--- src/rtl/sound_scheduler.sv ---
// Sound scheduler: shares one tone generator between a priority requester (A)
// and a playback requester (B), timing each note and a silent gap in ms.
module sound_scheduler #(
    parameter int DUR_W  = 10,
    parameter int GAP_MS = 50
) (
    input  logic             clk,
    input  logic             rst,
    input  logic [5:0]       ticks_per_milli,
    input  logic             a_req,
    input  logic [9:0]       a_freq,
    input  logic [DUR_W-1:0] a_dur,
    output logic             a_ack,
    input  logic             b_req,
    input  logic [9:0]       b_freq,
    input  logic [DUR_W-1:0] b_dur,
    output logic             b_ack,
    input  logic             abort,
    output logic [9:0]       freq,
    output logic             busy,
    output logic             done
);
    typedef enum logic [1:0] {IDLE, PLAY, GAP} state_t;

    localparam logic [DUR_W-1:0] GAP_LEN = DUR_W'(GAP_MS);
    localparam bit               HAS_GAP = (GAP_MS > 0);

    state_t           state;
    logic [5:0]       tick_cnt;
    logic [5:0]       tick_max;
    logic [DUR_W-1:0] ms_cnt;
    logic [DUR_W-1:0] ms_next;
    logic [DUR_W-1:0] dur_q;
    logic             ms_strobe;
    logic             grant_a;
    logic             grant_b;
    logic [9:0]       g_freq;
    logic [DUR_W-1:0] g_dur;

    // >= rather than == so a shrinking tick count ends the ms at once
    always_comb begin
        tick_max  = (ticks_per_milli == 6'd0) ? 6'd0 : ticks_per_milli - 6'd1;
        ms_strobe = (state != IDLE) && (tick_cnt >= tick_max);
        ms_next   = ms_cnt + DUR_W'(1);
        grant_a   = a_req;
        grant_b   = b_req && !a_req;
        g_freq    = grant_a ? a_freq : b_freq;
        g_dur     = grant_a ? a_dur : b_dur;
    end

    always_ff @(posedge clk) begin
        if (rst) begin
            state    <= IDLE;
            freq     <= '0;
            a_ack    <= 1'b0;
            b_ack    <= 1'b0;
            done     <= 1'b0;
            busy     <= 1'b0;
            tick_cnt <= '0;
            ms_cnt   <= '0;
            dur_q    <= '0;
        end else begin
            a_ack <= 1'b0;
            b_ack <= 1'b0;
            done  <= 1'b0;
            if (abort) begin
                state    <= IDLE;
                freq     <= '0;
                busy     <= 1'b0;
                tick_cnt <= '0;
                ms_cnt   <= '0;
            end else begin
                unique case (state)
                    IDLE: begin
                        if (a_req || b_req) begin
                            a_ack    <= grant_a;
                            b_ack    <= grant_b;
                            dur_q    <= g_dur;
                            tick_cnt <= '0;
                            ms_cnt   <= '0;
                            if (g_dur != '0) begin
                                freq  <= g_freq;
                                state <= PLAY;
                                busy  <= 1'b1;
                            end else if (HAS_GAP) begin
                                state <= GAP;
                                busy  <= 1'b1;
                            end else begin
                                done <= 1'b1;
                            end
                        end
                    end
                    PLAY: begin
                        if (ms_strobe) begin
                            tick_cnt <= '0;
                            if (ms_next == dur_q) begin
                                freq   <= '0;
                                ms_cnt <= '0;
                                if (HAS_GAP) begin
                                    state <= GAP;
                                end else begin
                                    state <= IDLE;
                                    busy  <= 1'b0;
                                    done  <= 1'b1;
                                end
                            end else begin
                                ms_cnt <= ms_next;
                            end
                        end else begin
                            tick_cnt <= tick_cnt + 6'd1;
                        end
                    end
                    GAP: begin
                        if (ms_strobe) begin
                            tick_cnt <= '0;
                            if (ms_next == GAP_LEN) begin
                                ms_cnt <= '0;
                                state  <= IDLE;
                                busy   <= 1'b0;
                                done   <= 1'b1;
                            end else begin
                                ms_cnt <= ms_next;
                            end
                        end else begin
                            tick_cnt <= tick_cnt + 6'd1;
                        end
                    end
                    default: state <= IDLE;
                endcase
            end
        end
    end
endmodule

--- config.mk ---
export PLATFORM = sky130hd
export DESIGN_NAME = sound_scheduler
export DESIGN_NICKNAME = d
export VERILOG_FILES = /design/src/rtl/sound_scheduler.sv
export SDC_FILE = /design/constraint.sdc
export NUM_CORES = 1
export LEC_CHECK = 0
export BUFFER_PORTS_ARGS = -buffer_cell sky130_fd_sc_hd__buf_2
export CORE_MARGIN = 3
export CORE_UTILIZATION = 50
export CTS_BUF_LIST = sky130_fd_sc_hd__clkbuf_4 sky130_fd_sc_hd__clkbuf_8
export CTS_CLUSTER_SIZE = 14
export DETAILED_ROUTE_END_ITERATION = 8
export GPL_TIMING_DRIVEN = 0
export PLACE_DENSITY = 0.83
export SYNTH_ARGS = -nofsm -noshare
export SYNTH_HDL_FRONTEND = slang
export SYNTH_SLANG_ARGS = --single-unit
--- constraint.sdc ---
create_clock -name clk -period 8.8 [get_ports clk]
set_clock_uncertainty 0.15 [all_clocks]
set_input_delay 1.32 -clock clk [delete_from_list [all_inputs] [get_ports clk]]
set_output_delay 1.32 -clock clk [all_outputs]
set_load 0.02 [all_outputs]
# Yosys cells after proc, flatten, opt, wreduce, memory -nomap -nowiden

Cells that the tools add are included.

Flip-flop bits (word level): 42
Word-level logic and storage cells: 79

Equality and inequality tests: 10
Muxes and demuxes: 29
$lt $le $gt $ge: 1
Bitwise gates (word level): 5
Reduce and logical (&&, ||, !) cells: 22
Add/subtract/negate cells: 3

Operator list:

| cell                                                 | number |
|---|---|
| two-way mux 10 bit                                   | 11 |
| one-hot mux 10 bit (3 select lines)                  | 1 |
| one-hot mux 10 bit (2 select lines)                  | 1 |
| two-way mux 6 bit                                    | 3 |
| two-way mux 2 bit                                    | 6 |
| inequality test 2 bit, second input constant         | 6 |
| one-hot mux 6 bit (2 select lines)                   | 1 |
| adder 10 x 1 -> 10 bit, second input constant        | 1 |
| equality test 10 bit                                 | 1 |
| equality test 10 x 6 -> 1 bit, second input constant | 1 |
| AND reduction 5 bit                                  | 2 |
| nonzero test 10 bit                                  | 1 |
| AND reduction 4 bit                                  | 2 |
| nonzero test 2 bit                                   | 4 |
| OR reduction 4 bit                                   | 2 |
| adder 6 x 1 -> 6 bit, second input constant          | 1 |
| greater-or-equal comparator 6 bit                    | 1 |
| zero test 6 bit                                      | 1 |
| one-hot mux 2 bit (3 select lines)                   | 1 |
| subtractor 6 x 1 -> 6 bit, second input constant     | 1 |
| NOT 1 bit                                            | 5 |
| two-way mux 1 bit                                    | 4 |
| OR reduction 2 bit                                   | 2 |
| AND reduction 3 bit                                  | 1 |
| 9 further kinds                                      | 10 |

# Depth between registers and ports, before layout

Gate-level depths: netlist (run 1).

Depth after elaboration: 6
Mapped depth: 15
Depth with buffers taken out: 14

# Worst setup path before layout (run 1)

No wires, ideal clock.

Kind: input to register
Start: in ticks_per_milli[0]
End: reg state[0]
Buffers on the path: 0
Stages on the path: 13
Path slack: 4517 ps
Data arrival time: 4063 ps
Setup time: 70 ps
Path through: inv_1 > ha_1 > nand2b_1 > nor2_1 > nand2_1 > mux2_2 > ha_1 > nand4b_1 > o32a_1 > or4_1 > a22o_1 > or4b_1 > a21oi_1

Cells in the longest elaborated chain, start to end: 6

RTL lines:

| item                                                         | RTL line | RTL |
|---|---|---|
| start, declared                                              | 9        | `input logic [5:0] ticks_per_milli,` |
| subtractor 6 x 1 -> 6 bit or zero test 6 bit (tied branches) | 42       | `tick_max = (ticks_per_milli == 6'd0) ? 6'd0 : ticks_per_milli - 6'd1;` |
| two-way mux 6 bit (*)                                        | 42       |  |
| greater-or-equal comparator 6 bit (*)                        | 43       | `ms_strobe = (state != IDLE) && (tick_cnt >= tick_max);` |
| logical AND 1 bit (*)                                        | 43       |  |
| inequality test 2 bit (no line)                              | --       |  |
| AND reduction 5 bit (no line) (*)                            | --       |  |
| end signal, assigned                                         | 53       | `state <= IDLE;` |
| end signal, assigned                                         | 67       | `state <= IDLE;` |
| end signal, assigned                                         | 83       | `state <= PLAY;` |
| end, declared                                                | 28       | `state_t state;` |

Every way passes the cells marked *; elsewhere a longest branch is shown, timed or not.
A chain may end at the register's enable or synchronous reset.

# Worst setup path in the final report (run 1)

Ends and elaborated chain as after synthesis.

==> results.toml, run 1 <==
[outcome]
status = "complete, no violations"

[finish]
utilization_pct = 63.2
n_antenna_cell = 0
syn_to_final_growth_pct = 19.9
nFillCells = 447
drive_gt1_share_pct = 22.7
nets = 452

[logic_synthesis]
synth_top_area_share_pct = 30.6
synth.area.top_cells = "dfxtp_1 (31%), mux2i_1 (7.7%), ha_1 (6.4%), nor2_1 (4.1%), a211oi_1 (3.8%)"
synth_flop_cell = "dfxtp_1"
netlist_instances = 317
synth_area_um2 = 2750
avgSynthCellArea_um2 = 8.66
synth_async_sr_flop_share_pct = 0
ys_warn_count = 0
ys_ff_latch = 42
yosysMostFrequentCell = "dfxtp_1"
synth_top_area_cell = "dfxtp_1"
yosys-top-cells-count = "dfxtp_1 (42), nor2_1 (30), mux2i_1 (21), nand2_1 (18)"
synth_edf_count = 0
ys_types = 53
seq_area_frac_synth_pct = 30.6
syn-num-nets = 382

[hold_path]
hold_path_depth = 1
hp-class = "flop to flop"
min_from = "freq[4]$_SDFFE_PP0P_"
holdPathEnd = "freq[4]$_SDFFE_PP0P_"

[setup_path]
start_kind = "input port"
startpoint = "ticks_per_milli[0]"
cp-end-kind = "flop"
crit_required_ns = 8.89
setup.worst_path.class = "input port to flop"
rr_endpoint = "state[0]$_SDFFE_PP0P_"
r2r_start = "ms_cnt[0]$_SDFFE_PP0P_"
rrSetupSlack_ns = 5.63
critPathMaxFanout = 6
r2r_cells = 9
arrival_ns = 4.50

[timing]
rsz0062_at_grt = "false"
fmax_mhz = 227
finalWorstPathRequiredPeriod_ns = 4.41
finalHoldViolCount = 0
finalSetupViolCount = 0
setup_tns_ns = 0
drv_slew = 0
min_period_over_period_pct = 50.1
max-slew-margin-rel_pct = 47.0
worst_pin_slew_ns = 0.789

[routing]
routed_via_density = 5.73
vias = 2623
routedWlPerCell_um = 13.7
drc = 0
drt_wl_total_um = 6290
detail_route.first_pass.iterations = 5
first_iter_violations = 254
detail-route-antenna-nets = 0

[floorplan]
initial_core_util_pct = 52.8
core-area_um2 = 5200
dieArea_um2 = 6420
fp-row-count = 26
die_y_um = 80.1
die_x_um = 80.1
ios = 65

[placed_design]
dp_hpwl_um = 4910
io_buffer_count = 63
place_congestion = 0.867

[global_route]
grt_max_degree = 14
use_met3_pct = 3.25
grt_pass1_vias = 2349
grt_busiest_layer = "met2"
grt_use_met1_pct = 26.2
track_usage_pct = 20.0
use_met2_pct = 33.0
antenna_found_initial = 0
grt_remaining_overflow = 0
grt_pass1_wl_um = 10500

[cts]
cts_sinks = 42
ctsResizeCount = 0
hold_buffers = 0
cts_buffers = 5
clock_path_buffers = 2
cts.reportedPaths.clkPinSlew_ns = 0.09
worstSkewPairLatency_ns = 0.31
h-tree-depth = 2
cts_tree = "yes"
post_cts_buffers = 0
clockRootBuffer = "clkbuf_8"

[power_and_ir_drop]
total_power_uw = 469
p_leak_nw = 1.44
power_density_nw_per_um2 = 143
ir_drop_v = 0.0000823

[job]
cap_violations = 0
critical path: stages:
cell,delay [ns]
buf_2,0.10
inv_1,0.06
ha_1,0.20
nand2b_1,0.09
nor2_1,0.12
nand2_1,0.06
mux2_2,0.27
ha_1,0.30
nand4b_1,0.10
o32a_1,0.38
or4_1,0.58
a22o_1,0.25
or4b_1,0.48
a21oi_1,0.17
stage by stage:
step	hold slack [ns]	instances	area, um^2	worst slack, ns
after CTS	0.315	458	3290	4.44
after global routing	0.336	458	3290	4.17
final	0.310	458	3290	4.39
after floorplan	0.312	317	2750	4.52
after detailed placement	0.295	450	3150	4.15
after global placement	0.292	450	3150	4.20
worst max-delay path by stage:
stage               depth (start not counted)                    end  slack, ns
finish                                     14  state[0]$_SDFFE_PP0P_       4.39
global route                               15  state[0]$_SDFFE_PP0P_       4.17
CTS                                        15  state[0]$_SDFFE_PP0P_       4.44
detailed placement                         14  state[0]$_SDFFE_PP0P_       4.15
global placement                           15  state[0]$_SDFFE_PP0P_       4.20
floorplan                                  13  state[0]$_SDFFE_PP0P_       4.52
logic make-up (layout without fill, tap and decap cells):
group,Yosys count,in the layout,synth area share [%]
and+or+nand+nor,115,115,22.7
AOI/OAI and AO/OA,80,80,21.6
DFF,42,42,30.6
buffers and inverters,24,95,4.10
muxes,23,23,8.47
xor gates and xnor gates,19,19,6.06
adders and majority gates,14,14,6.38
power breakdown:
group / switching (mW) / internal [mW]
clock: 0.0680 / 0.121
sequential: 0.00543 / 0.198
combinational: 0.0426 / 0.0341
state kept, by name (all words and copies together), names as in the netlist:
register and cells:
dur_q 10, freq 10, ms_cnt 10, tick_cnt 6, state 2, a_ack 1
b_ack 1, busy 1, done 1
area by class of cell:
class                      instances  area [um^2]  area share [%]
multi-input combinational        251         1790            54.5
inverter                           7         26.3           0.798
clock inverter                     2         60.1            1.82
clock buffer                       6         82.6            2.51
buffer                            17         86.3            2.62
tap                               70         87.6            2.66
timing repair buffer              63          315            9.58
sequential                        42          841            25.5
cells in the final DEF, fill, tap and decap left out, drive strengths merged, types with 3 or more instances in the layout:
cell | synthesis | layout
buf | 10 | 73
dfxtp | 42 | 42
nor2 | 30 | 30
mux2i | 21 | 21
nand2 | 18 | 18
a21oi | 14 | 14
a211oi | 14 | 14
ha | 14 | 14
clkbuf | 7 | 13
nand2b | 11 | 11
o21ai | 11 | 11
xnor2 | 10 | 10
xor2 | 9 | 9
a21o | 9 | 9
o2bb2ai | 9 | 9
inv | 7 | 7
nand3 | 7 | 7
and3 | 7 | 7
or2 | 6 | 6
a221oi | 6 | 6
or4 | 5 | 5
or3 | 5 | 5
nor3 | 4 | 4
and2 | 4 | 4
nand4 | 4 | 4
o31ai | 4 | 4
and4 | 3 | 3
routing by layer:
layer | vias up | wire, um
met5 | - | 0
met4 | 0 | 112
met3 | 14 | 386
met2 | 104 | 2970
met1 | 1190 | 2820
li1 | 1315 | -
Power figures use the tool's default switching activity.
==> run 2, diff against run 1 <==
Settings changed: ABC_AREA from default to 1, PLACE_DENSITY 0.83 to 0.86.
Clock period 8.8 ns to 3.83 ns, I/O delays scaled along.
==> results.toml, run 2 <==
[placed_design]
dpl_cell_area_um2 = 3280
place_congestion = 0.865
dpl_worst_slack_ns = 0.538
dp_hpwl_um = 5610
io_buffer_count = 64
dpl.cell_count = 603

[timing]
finalWorstPathRequiredPeriod_ns = 3.02
rsz0062_at_grt = "false"
finalHoldViolCount = 0
setup_tns_ns = 0
whs_ns = 0.322
worst_pin_slew_ns = 0.674
finalSetupViolCount = 0
drv_slew = 0
fmax_mhz = 331
min_period_over_period_pct = 78.9
fin_ws_ns = 0.808
max-slew-margin-rel_pct = 54.9

[cts]
cts.reportedPaths.clkPinSlew_ns = 0.07
h-tree-depth = 2
clock_path_buffers = 2
cts_tree = "yes"
cts_sinks = 42
ctsResizeCount = 0
hold_buffers = 0
worstSkewPairLatency_ns = 0.29
cts_buffers = 5
clockRootBuffer = "clkbuf_8"
post_cts_buffers = 0

[finish]
utilization_pct = 63.0
final_area_um2 = 3360
drive_gt1_share_pct = 17.6
syn_to_final_growth_pct = 17.1
reg_top3 = "dur_q: 10 flops, freq: 10 flops, ms_cnt: 10 flops"
final_common_cell = "nand2_1"
nets = 605
final_cell_mix = "nand2_1 (128), nor2_1 (77), buf_2 (65)"
instances_no_fill = 609
n_antenna_cell = 0

[global_route]
antenna_found_initial = 0
grt_pass1_vias = 2796
track_usage_pct = 22.0
grt_pass1_wl_um = 11800
grt_remaining_overflow = 0
grt_max_degree = 12

[job]
cap_violations = 0

[hold_path]
hp-class = "flop to flop"
min_from = "dur_q[7]$_SDFFE_PP0P_"
hold_path_depth = 2
holdPathEnd = "dur_q[7]$_SDFFE_PP0P_"

[power_and_ir_drop]
power.switching_uw = 468
pwr-share-comb_pct = 37.8
clockPowerShare_pct = 22.3
total_power_mw = 1.26
power_density_nw_per_um2 = 375
p_leak_nw = 1.60
switching_share_pct = 37.1
p_int_uw = 793
seqPwrFrac_pct = 40.0
ir_drop_v = 0.000201

[floorplan]
die_y_um = 81.8
core-area_um2 = 5340
ios = 65
dieArea_um2 = 6690
die_x_um = 81.8
fp-row-count = 26
initial_core_util_pct = 53.8

[setup_path]
critPathMaxFanout = 10
r2r_cells = 14
start_kind = "input port"
crit_slowest_cell = "ha_1"
arrival_ns = 3.06
cp-end-kind = "flop"
crit_top_cell = "nand2_1"
slowest_delay_ns = 0.26
path_cells = "buf_2, inv_1, ha_1, nand2_1, nor2_1, nand2_1, nand2_1, inv_1, ha_1, inv_1, a21boi_0, o21ai_0, nand3_1, nand2_1, nand2_1, nand2_1, nor2_1, buf_6, nand3_1, nand2_1, nor2_1"
r2r_start = "tick_cnt[0]$_SDFFE_PP0P_"
crit_required_ns = 3.87
rrSetupSlack_ns = 1.48
setup.worst_path.class = "input port to flop"
rr_endpoint = "freq[8]$_SDFFE_PP0P_"
startpoint = "ticks_per_milli[0]"

[logic_synthesis]
synth_area_um2 = 2870
synth.area.top_cells = "dfxtp_1 (29%), nand2_1 (17%), nor2_1 (10%), a21oi_1 (6.8%), inv_1 (6.7%)"
syn-num-nets = 534
seq_area_frac_synth_pct = 29.3
ys_ff_latch = 42
netlist_instances = 469
ys_types = 34
synth_async_sr_flop_share_pct = 0
synth_top_area_cell = "dfxtp_1"
yosys-top-cells-count = "nand2_1 (128), nor2_1 (77), inv_1 (51), dfxtp_1 (42), a21oi_1 (39)"
avgSynthCellArea_um2 = 6.12
ys_warn_count = 0
synth_top_area_share_pct = 29.3
synth_flop_cell = "dfxtp_1"
synth_edf_count = 0
yosysMostFrequentCell = "nand2_1"

[routing]
first_iter_violations = 255
drc = 0
detail_route.first_pass.iterations = 5
routedWlPerCell_um = 11.2
drt_wl_total_um = 6830
routed_via_density = 5.13
detail-route-antenna-nets = 0
vias = 3127

[outcome]
status = "complete, no violations"
[run 2: cell count changes in the layout (fill, tap and decap cells not counted), moves of 25 or more]
cell and change:
nand2_1 +110, inv_1 +44, nand3_1 +30, nor2_1 +47, a21oi_1 +25
[run 2: worst max-delay path by stage]
stage                                        end  slack [ns]
final                       freq[8]$_SDFFE_PP0P_        0.81
after global routing      ms_cnt[1]$_SDFFE_PP0P_        0.44
after CTS                   freq[8]$_SDFFE_PP0P_        0.82
after detailed placement    freq[8]$_SDFFE_PP0P_        0.54
after global placement      freq[3]$_SDFFE_PP0P_        0.64
after floorplan             freq[0]$_SDFFE_PP0P_        1.04
[run 2: power groups by stage]
stage	registers, mW	logic, mW	clock network, mW
4_1_cts	0.504	0.473	0.281
6_report	0.504	0.476	0.281
3_3_place_gp	0.512	0.461	0
2_1_floorplan	0.532	0.328	0
5_1_grt	0.510	0.538	0.302
3_5_place_dp	0.513	0.472	0
[run 2: cell type report]
type / count / area [um^2]
Timing Repair Buffer: 64 / 320
Multi-Input combinational cell: 363 / 1760
Inverter: 53 / 199
Buffer: 11 / 76.3
Fill cell: 490 / 1970
Sequential cell: 42 / 841
Clock buffer: 6 / 82.6
Tap cell: 70 / 87.6
[run 2: routing by layer]
| metal | GRT usage (%) | vias to the layer above | share of wire, % |
|---|---|---|---|
| li1 | - | 1644 | - |
| met5 | 0 | - | 0 |
| met4 | 6.48 | 0 | 1.5 |
| met2 | 36.4 | 123 | 45 |
| met1 | 29.2 | 1350 | 46 |
| met3 | 4.06 | 10 | 7.3 |
[run 2: kinds of logic (layout without fill, tap and decap cells)]
family	after synthesis	count (layout)	share of synthesized area [%]
adder cells (fa/ha/maj)	14	14	6.10
flip-flops	42	42	29.3
buffers and inverters	64	134	9.59
AND/OR/NAND/NOR	272	272	40.8
multiplexers	1	1	0.349
XOR/XNOR	1	1	0.305
AO/OA/AOI/OAI	75	75	13.6
[run 2: critical path: cells and delay by family]
family	cells	cell delay, ns
simple gates	12	1.33
fa+ha+maj	2	0.46
buf+inv	5	0.46
compound gates	2	0.23
==> run 3, diff against run 2 <==
Settings changed: PLACE_DENSITY 0.86 to 0.83.
Clock period 3.83 ns to 2.95 ns, I/O delays scaled along.
==> results.toml, run 3 (same netlist as run 2, synthesis figures left out) <==
[floorplan]
core-area_um2 = 5340
die_x_um = 81.8
dieArea_um2 = 6690
die_y_um = 81.8
ios = 65
initial_core_util_pct = 53.8
fp-row-count = 26

[global_route]
antenna_found_initial = 0
grt_max_degree = 13
track_usage_pct = 21.0
grt_pass1_vias = 2691
grt_pass1_wl_um = 11100
grt_remaining_overflow = 0

[timing]
drv_slew = 0
min_period_over_period_pct = 90.5
finalSetupViolCount = 0
finalWorstPathRequiredPeriod_ns = 2.67
fmax_mhz = 375
finalHoldViolCount = 0
worst_pin_slew_ns = 0.632
max-slew-margin-rel_pct = 57.7

[power_and_ir_drop]
p_int_mw = 1.12
ir_drop_v = 0.000384
switching_share_pct = 35.6
power_density_nw_per_um2 = 511
power.switching_uw = 621
p_leak_nw = 1.63
pwr-share-comb_pct = 35.9
seqPwrFrac_pct = 37.6
clockPowerShare_pct = 26.6

[setup_path]
cp-end-kind = "flop"
start_kind = "input port"
rrSetupSlack_ns = 0.56
path_cells = "buf_2, inv_2, ha_1, nand2_1, nor2_2, nand2_1, nand2_1, inv_1, ha_1, inv_1, a21boi_1, o21ai_0, nand3_1, nand2_4, nand2_2, nand2_1, nor2_2, buf_4, a21oi_1, nor2_1"
arrival_ns = 2.71
critPathMaxFanout = 10
r2r_cells = 13
setup.worst_path.class = "input port to flop"
crit_family = "simple AND/OR/NAND/NOR gates"
crit_top_cell = "nand2_1"
r2r_start = "ms_cnt[0]$_SDFFE_PP0P_"
crit_slowest_cell = "ha_1"
slowest_delay_ns = 0.26
crit_required_ns = 2.99
rr_endpoint = "freq[2]$_SDFFE_PP0P_"
cp_num_buf_inv = 5

[routing]
vias = 3044
detail-route-antenna-nets = 0
detail_route.first_pass.iterations = 4
drt_wl_total_um = 6780
first_iter_violations = 157
routed_via_density = 4.98
drc = 0
routedWlPerCell_um = 11.1

[finish]
final_common_cell = "nand2_1"
nets = 605
ff_latch_area_um2 = 841
nFillCells = 507
final_area_um2 = 3410
drive_gt1_share_pct = 19.2
multi_input_area_um2 = 1780
final_cell_mix = "nand2_1 (125), nor2_1 (75), buf_2 (65)"
reg_top3 = "dur_q: 10 flops, freq: 10 flops, ms_cnt: 10 flops"
syn_to_final_growth_pct = 18.9
n_antenna_cell = 0
instances_no_fill = 611

[cts]
cts.reportedPaths.clkPinSlew_ns = 0.08
clockRootBuffer = "clkbuf_8"
h-tree-depth = 2
cts_buffers = 5
hold_buffers = 0
cts_tree = "yes"
clock_path_buffers = 2
worstSkewPairLatency_ns = 0.29
post_cts_buffers = 0
cts_sinks = 42

[placed_design]
dp_hpwl_um = 5430
dpl.cell_count = 603
io_buffer_count = 64
dpl_cell_area_um2 = 3280
place_congestion = 0.862

[hold_path]
holdPathEnd = "b_ack$_SDFF_PP0_"
hp-class = "input port to flop"
hold_path_depth = 3
min_from = "b_req"

[job]
cap_violations = 0

[outcome]
status = "complete, no violations"
-- run 3: cell types whose count changed in the layout (fill, tap and decap cells not counted), moves of 2 or more --
cell | previous run | this run
clkbuf_4 | 0 | 2
nand2_1 | 128 | 125
nand2_2 | 5 | 7
nor2_1 | 77 | 75
nor2_2 | 3 | 5
-- run 3: cell type report --
cell class                 instances  share of cell area (%)
inverter                          53                    5.83
multi-input combinational        363                    52.0
tap                               70                    2.57
clock buffer                       7                    2.46
sequential                        42                    24.6
clock inverter                     1                   0.879
timing repair buffer              64                    9.38
buffer                            11                    2.24
-- run 3: worst max-delay path by stage --
stage,endpoint,cells past startpoint,start
5_1_grt,ms_cnt[9]$_SDFFE_PP0P_,18,ticks_per_milli[0]
2_1_floorplan,freq[0]$_SDFFE_PP0P_,20,ticks_per_milli[0]
6_report,freq[5]$_SDFFE_PP0P_,20,ticks_per_milli[0]
3_5_place_dp,freq[6]$_SDFFE_PP0P_,21,ticks_per_milli[0]
3_3_place_gp,freq[9]$_SDFFE_PP0P_,21,ticks_per_milli[0]
4_1_cts,freq[2]$_SDFFE_PP0P_,21,ticks_per_milli[0]
-- run 3: tightest hold or removal path, stage by stage --
cell and delay (ns):
buf_2 0.09, nand3_1 0.07, inv_1 0.05
-- run 3: routing by layer --
metal | routed length, um | part of all wire, % | GRT usage, % | vias up
met5 | 0 | 0 | 0 | -
met4 | 91 | 1.3 | 7.14 | 0
met3 | 484 | 7.1 | 5.04 | 10
met2 | 2980 | 44 | 34.9 | 100
met1 | 3230 | 48 | 26.4 | 1292
li1 | - | - | - | 1642
-- run 3: power by group through the flow --
stage	Sequential [mW]	Clock, mW	Combinational, mW
2_1_floorplan	0.691	0	0.426
3_3_place_gp	0.665	0	0.598
3_5_place_dp	0.667	0	0.612
4_1_cts	0.654	0.468	0.618
5_1_grt	0.662	0.496	0.709
6_report	0.655	0.464	0.625
-- run 3: repair_timing --
item / in CTS / in global routing
cloned: 0 / 0
gates resized for setup: 1 / 8
pin swaps: 0 / 5
endpoints found under the setup margin: 1 / 21
-- run 3: metrics by stage --
stage                     total power, mW   TNS, ns  setup slack [ns]  hold WS, ns  util (%)
after global placement               1.26     -1.71            -0.125        0.308      61.5
after global routing                 1.87  -0.00283          -0.00283        0.246      64.0
final                                1.74         0             0.280        0.235      64.0
after CTS                            1.74         0            0.0726        0.230      63.6
after floorplan                      1.12         0             0.292        0.291         -
after detailed placement             1.28     -4.66            -0.281        0.313      61.5
